`config.mk`:
```
export PLATFORM = sky130hd
export DESIGN_NAME = i2s_transmitter_flat
export DESIGN_NICKNAME = d
export VERILOG_FILES = /design/src/rtl/i2s_transmitter_if.sv /design/src/rtl/i2s_transmitter.sv /design/src/flat_wrapper.sv
export SDC_FILE = /design/constraint.sdc
export NUM_CORES = 1
export LEC_CHECK = 0
export CORE_MARGIN = 1
export CORE_UTILIZATION = 45
export DETAILED_ROUTE_END_ITERATION = 7
export HOLD_SLACK_MARGIN = 0.08
export PLACE_DENSITY_LB_ADDON = 0.2
export SLEW_MARGIN = 20
export SYNTH_ARGS = -nofsm -noshare
export SYNTH_HDL_FRONTEND = slang
export SYNTH_SLANG_ARGS = --single-unit
```
`constraint.sdc`:
```
create_clock -name clk -period 6.6 [get_ports clk]
set_input_delay 0.66 -clock clk [delete_from_list [all_inputs] [get_ports clk]]
set_output_delay 0.66 -clock clk [all_outputs]
set_load 0.02 [all_outputs]
```
`src/rtl/i2s_transmitter_if.sv`:
```
// Sample handshake bundle between a PCM source and the I2S transmitter.
// The source drives the stereo pair and valid; the transmitter returns ready.
interface i2s_transmitter_if;
    logic [15:0] sample_l;
    logic [15:0] sample_r;
    logic        sample_valid;
    logic        sample_ready;

    modport master (
        output sample_l,
        output sample_r,
        output sample_valid,
        input  sample_ready
    );

    modport slave (
        input  sample_l,
        input  sample_r,
        input  sample_valid,
        output sample_ready
    );
endinterface

```
`src/rtl/i2s_transmitter.sv`:
```
// I2S master transmitter: 16-bit stereo PCM to bclk/lrclk/data.
// Define I2S_TX_LJ_EN for left-justified framing (no one-bclk data delay).
module i2s_transmitter #(
    parameter int BCLK_DIV  = 4,
    parameter int SLOT_BITS = 16
) (
    input  logic             clk,
    input  logic             reset,
    i2s_transmitter_if.slave smp,
    output logic             i2s_bclk,
    output logic             i2s_lrclk,
    output logic             i2s_data,
    output logic             frame_strobe,
    output logic             underrun
);
    localparam int FRAME = 2 * SLOT_BITS;
    localparam int DW    = (BCLK_DIV > 1) ? $clog2(BCLK_DIV) : 1;
    localparam int CW    = $clog2(FRAME);

    localparam logic [DW-1:0] DIV_LAST = DW'(BCLK_DIV - 1);
    localparam logic [CW-1:0] CNT_LAST = CW'(FRAME - 1);
    localparam logic [CW-1:0] SLOT     = CW'(SLOT_BITS);
    localparam logic [CW-1:0] PAD      = CW'(16);
`ifdef I2S_TX_LJ_EN
    localparam logic [CW-1:0] LOAD_CNT = '0;
`else
    localparam logic [CW-1:0] LOAD_CNT = CW'(1);
`endif

    logic [DW-1:0] div_cnt;
    logic [CW-1:0] bit_cnt;
    logic [15:0]   buf_l;
    logic [15:0]   buf_r;
    logic          buf_full;
    logic [15:0]   word_l;
    logic [15:0]   word_r;

    logic          tick;
    logic          fall;
    logic          load;
    logic          accept;
    logic          right;
    logic          bit_out;
    logic [CW-1:0] bit_nxt;
    logic [CW-1:0] g;
    logic [CW-1:0] p;
    logic [3:0]    idx;
    logic [15:0]   nxt_l;
    logic [15:0]   nxt_r;

    assign smp.sample_ready = !buf_full;

    always_comb begin
        tick    = (div_cnt == DIV_LAST);
        fall    = tick && i2s_bclk;
        bit_nxt = (bit_cnt == CNT_LAST) ? '0 : bit_cnt + CW'(1);
`ifdef I2S_TX_LJ_EN
        g       = bit_nxt;
`else
        g       = (bit_nxt == '0) ? CNT_LAST : bit_nxt - CW'(1);
`endif
        load    = fall && (bit_nxt == LOAD_CNT);
        accept  = smp.sample_valid && !buf_full;
        // The bit leaving on a load edge must come from the pair being loaded
        nxt_l   = (load && buf_full) ? buf_l : word_l;
        nxt_r   = (load && buf_full) ? buf_r : word_r;
        right   = (g >= SLOT);
        p       = right ? g - SLOT : g;
        idx     = 4'd15 - p[3:0];
        bit_out = 1'b0;
        if (p < PAD) begin
            bit_out = right ? nxt_r[idx] : nxt_l[idx];
        end
    end

    always_ff @(posedge clk or negedge reset) begin
        if (!reset) begin
            div_cnt      <= '0;
            bit_cnt      <= '0;
            i2s_bclk     <= 1'b0;
            i2s_lrclk    <= 1'b0;
            i2s_data     <= 1'b0;
            frame_strobe <= 1'b0;
            underrun     <= 1'b0;
            buf_l        <= '0;
            buf_r        <= '0;
            buf_full     <= 1'b0;
            word_l       <= '0;
            word_r       <= '0;
        end else begin
            frame_strobe <= 1'b0;
            underrun     <= 1'b0;
            div_cnt      <= tick ? '0 : div_cnt + DW'(1);
            if (tick) begin
                i2s_bclk <= !i2s_bclk;
            end
            if (fall) begin
                bit_cnt   <= bit_nxt;
                i2s_lrclk <= (bit_nxt >= SLOT);
                i2s_data  <= bit_out;
            end
            if (load) begin
                word_l       <= nxt_l;
                word_r       <= nxt_r;
                frame_strobe <= 1'b1;
                underrun     <= !buf_full;
            end
            if (load && buf_full) begin
                buf_full <= 1'b0;
            end else if (accept) begin
                buf_full <= 1'b1;
            end
            if (accept) begin
                buf_l <= smp.sample_l;
                buf_r <= smp.sample_r;
            end
        end
    end
endmodule

```
`src/flat_wrapper.sv`:
```
// flat-port wrapper written by rule: the top's interface ports become plain ports
module i2s_transmitter_flat 
#(
    parameter int BCLK_DIV  = 4,
    parameter int SLOT_BITS = 16
)
  (clk, reset, i2s_bclk, i2s_lrclk, i2s_data, frame_strobe, underrun, smp_sample_l, smp_sample_r, smp_sample_valid, smp_sample_ready);
  i2s_transmitter_if smp_i ();
  input  logic clk;
  input  logic reset;
  output logic i2s_bclk;
  output logic i2s_lrclk;
  output logic i2s_data;
  output logic frame_strobe;
  output logic underrun;
  input wire logic [$bits(smp_i.sample_l)-1:0] smp_sample_l;
  input wire logic [$bits(smp_i.sample_r)-1:0] smp_sample_r;
  input wire logic [$bits(smp_i.sample_valid)-1:0] smp_sample_valid;
  output wire logic [$bits(smp_i.sample_ready)-1:0] smp_sample_ready;
  assign smp_i.sample_l = smp_sample_l;
  assign smp_i.sample_r = smp_sample_r;
  assign smp_i.sample_valid = smp_sample_valid;
  assign smp_sample_ready = smp_i.sample_ready;
  i2s_transmitter #(.BCLK_DIV(BCLK_DIV), .SLOT_BITS(SLOT_BITS)) u_core (.clk(clk), .reset(reset), .smp(smp_i), .i2s_bclk(i2s_bclk), .i2s_lrclk(i2s_lrclk), .i2s_data(i2s_data), .frame_strobe(frame_strobe), .underrun(underrun));
endmodule
```
==> results_dict.tcl <==
set metrics [dict create \
    clk_pin_slew_ns 0.09 \
    grt_pass1_vias 2413 \
    diodes 0 \
    route.vias.total 2529 \
    layout_commonest_cell "dfrtp_1" \
    final_cell_mix "dfrtp_1, mux2_2, clkdlybuf4s50_1, nand2_1, mux2i_1" \
    synth_cells 317 \
    avgSynthCellArea_um2 11.9 \
    clockBufferDepth 2 \
    max_freq_ghz 0.271 \
    p_sw_frac 0.219 \
    antenna_found_initial 0 \
    seq_area_um2 1900 \
    nFillCells 739 \
    synthAdderAreaFrac 0.0166 \
    die-width_um 93.6 \
    combPwrFrac 0.103 \
    ir_worst_vdd_uv 160 \
    ys_types 54 \
    synth-edff-count 0 \
    cp.required_ns 6.81 \
    p_int_w 0.000853 \
    cts.sinks 76 \
    max_cap_viol_count 0 \
    end_kind "register" \
    critPathKind "reg2reg" \
    hpwl_mm 4.80 \
    ys_async_sr_fraction 1.00 \
    postRouteAntennaNets 0 \
    initial_utilization 0.461 \
    hold_viol 0 \
    layout_setup_ws_ns 2.90 \
    syn2layout_area_growth_pct 18.3 \
    synth_xor_area_frac 0.00232 \
    postCtsHoldBufs 0 \
    powerDensity_nw_per_um2 244 \
    setup_viol 0 \
    drc_errors 0 \
    rsz0062_at_grt "false" \
    die_y_um 93.6 \
    cts_buffers 9 \
    skew_ns 0.0150 \
    ys_ff_latch 76 \
    start_kind "register" \
    synth_warnings 0 \
    drt_iter0_drc 133 \
    cp_data_arrival_time_ns 3.91 \
    p_seq_frac 0.508 \
    synth_mux_area_frac 0.233 \
    fin_crit_ns 3.70 \
    nets 390 \
    ys_seq_area_frac 0.504 \
    num_io_pins 41 \
    wl_per_cell_um 15.8 \
    clk_latency_ns 0.35 \
    syn-num-nets 357 \
    crit_path_max_fanout 44 \
    grt_max_degree 77 \
    status "complete, no violations" \
    synth_compound_area_frac 0.101 \
    multi_input_area_um2 1750 \
    synthFlopType "dfrtp_1" \
    p_switching_w 0.000238 \
    wirelength_mm 7.25 \
    drive_gt1_frac 0.260 \
    root_buffer "clkbuf_8" \
    grt_util_all_layers 0.181 \
    grt_pass1_wl_mm 12.2 \
    die-area_um2 8750 \
    max_slew_margin 0.371 \
    synth_area_um2 3770 \
    viasPerCell 5.51 \
    drt_pass1_iterations 4 \
    rows 33 \
    place_ws_ns 2.81 \
    worstMarginPinSlew_ns 0.944 \
    slew_violations 0 \
    synth_simple_gate_area_frac 0.107 \
    period_share 0.560 \
    min_path_type "reg2reg" \
    clkPwrFrac 0.388 \
    ctsResizeCount 0 \
    io_buffers 40 \
    gp_congestion 0.825 \
    cellLeakagePower_nw 1.97 \
    overflow 0 \
    htreeDepth 3 \
    setup_tns_ns 0 \
    tritoncts "done" \
    core_area_um2 8180 \
    synth_top_family_by_area "multiplexers" \
    postCtsSetupBuffers 0 \
]
==> metrics by stage <==
step	cells	utilization	area [um^2]	hold slack (ns)	power, W
2_1_floorplan	317	-	3770	0.364	0.000625
3_3_place_gp	444	0.516	4220	0.416	0.000673
3_5_place_dp	444	0.516	4220	0.423	0.000678
4_1_cts	459	0.545	4460	0.437	0.00111
5_1_grt	459	0.546	4460	0.459	0.00114
6_report	459	0.546	4460	0.433	0.00109
==> flip-flops by register name (all words and copies together), names as in the netlist <==
register and flops:
u_core.underrun 1, u_core.bit_cnt 5, u_core.buf_full 1, u_core.div_cnt 2
u_core.word_r 16, u_core.frame_strobe 1, u_core.buf_r 16, u_core.word_l 16
u_core.i2s_data 1, u_core.buf_l 16, u_core.i2s_bclk 1
==> cell families (layout without fill, tap and decap cells) <==
logic type,count (synthesis),in the layout
simple gates,78,78
xor+xnor,1,1
compound gates,49,49
buf+inv,30,67
mux,78,78
fa+ha+maj,5,5
flops,76,76
==> path summary, 6_finish.rpt <==
kind	cells past startpoint	endpoint	slack [ns]	from
max	9	u_core.i2s_data	2.90	u_core.bit_cnt[0]
min	1	u_core.div_cnt[0]	0.43	u_core.div_cnt[0]
max reg2reg	9	u_core.i2s_data	2.90	u_core.bit_cnt[0]
min reg2reg	1	u_core.div_cnt[0]	0.43	u_core.div_cnt[0]
max in group asynchronous	1	u_core.buf_r[0]	5.53	reset
min in group asynchronous	1	u_core.bit_cnt[3]	0.45	reset
==> worst max-delay path, stage by stage (launching register included) <==
cell and delay [ns]:
dfrtp_1 0.51, ha_1 0.40, and3_1 0.21, ha_1 0.31, a311o_2 0.42, nand2_4 0.45
mux2_2 0.41, mux4_2 0.49, o2bb2ai_1 0.18, o221ai_1 0.16
==> final cells by class <==
class / count / share of cell area
repair buffers: 41 / 0.0908
flip-flops and latches: 76 / 0.426
inverters: 11 / 0.00925
well taps: 105 / 0.0294
clock buffers: 10 / 0.0308
multi-input cells: 211 / 0.391
clock inverters: 5 / 0.0224
==> layer usage <==
layer / GRT usage / vias up / wire length [um]
met5: 0 / - / 0
met4: 0.0821 / 0 / 144
met3: 0.0325 / 11 / 213
met2: 0.263 / 45 / 3280
met1: 0.264 / 1260 / 3610
li1: - / 1213 / -
==> power by group through the flow <==
stage          Sequential [W]  Clock, W  Combinational, W
2_1_floorplan        0.000553         0         0.0000724
5_1_grt              0.000562  0.000452          0.000126
3_5_place_dp         0.000564         0          0.000114
3_3_place_gp         0.000562         0          0.000111
6_report             0.000555  0.000424          0.000112
4_1_cts              0.000555  0.000436          0.000115
==> Yosys cell counts (2+ instances only) <==
master	number	share of area
nand2b_1	3	0.0050
a32o_1	2	0.0053
mux2_2	60	0.18
nand2_1	30	0.030
o2111ai_1	2	0.0046
clkbuf_1	11	0.011
and4_1	2	0.0046
o21ai_0	13	0.017
o211ai_1	4	0.0080
a21oi_1	4	0.0053
a311oi_1	2	0.0046
dfrtp_1	76	0.50
nand3_1	8	0.011
buf_2	6	0.0080
a311o_1	2	0.0053
and2_1	5	0.0083
nor2b_1	3	0.0050
mux4_2	2	0.012
a2111o_1	2	0.0060
mux2i_1	16	0.042
ha_1	5	0.017
inv_1	11	0.011
nand4_1	2	0.0033
or3_1	2	0.0033
nor2_1	11	0.011
a31o_2	2	0.0046
nor3_1	4	0.0053
No activity file was read; power rests on OpenSTA's default activity.
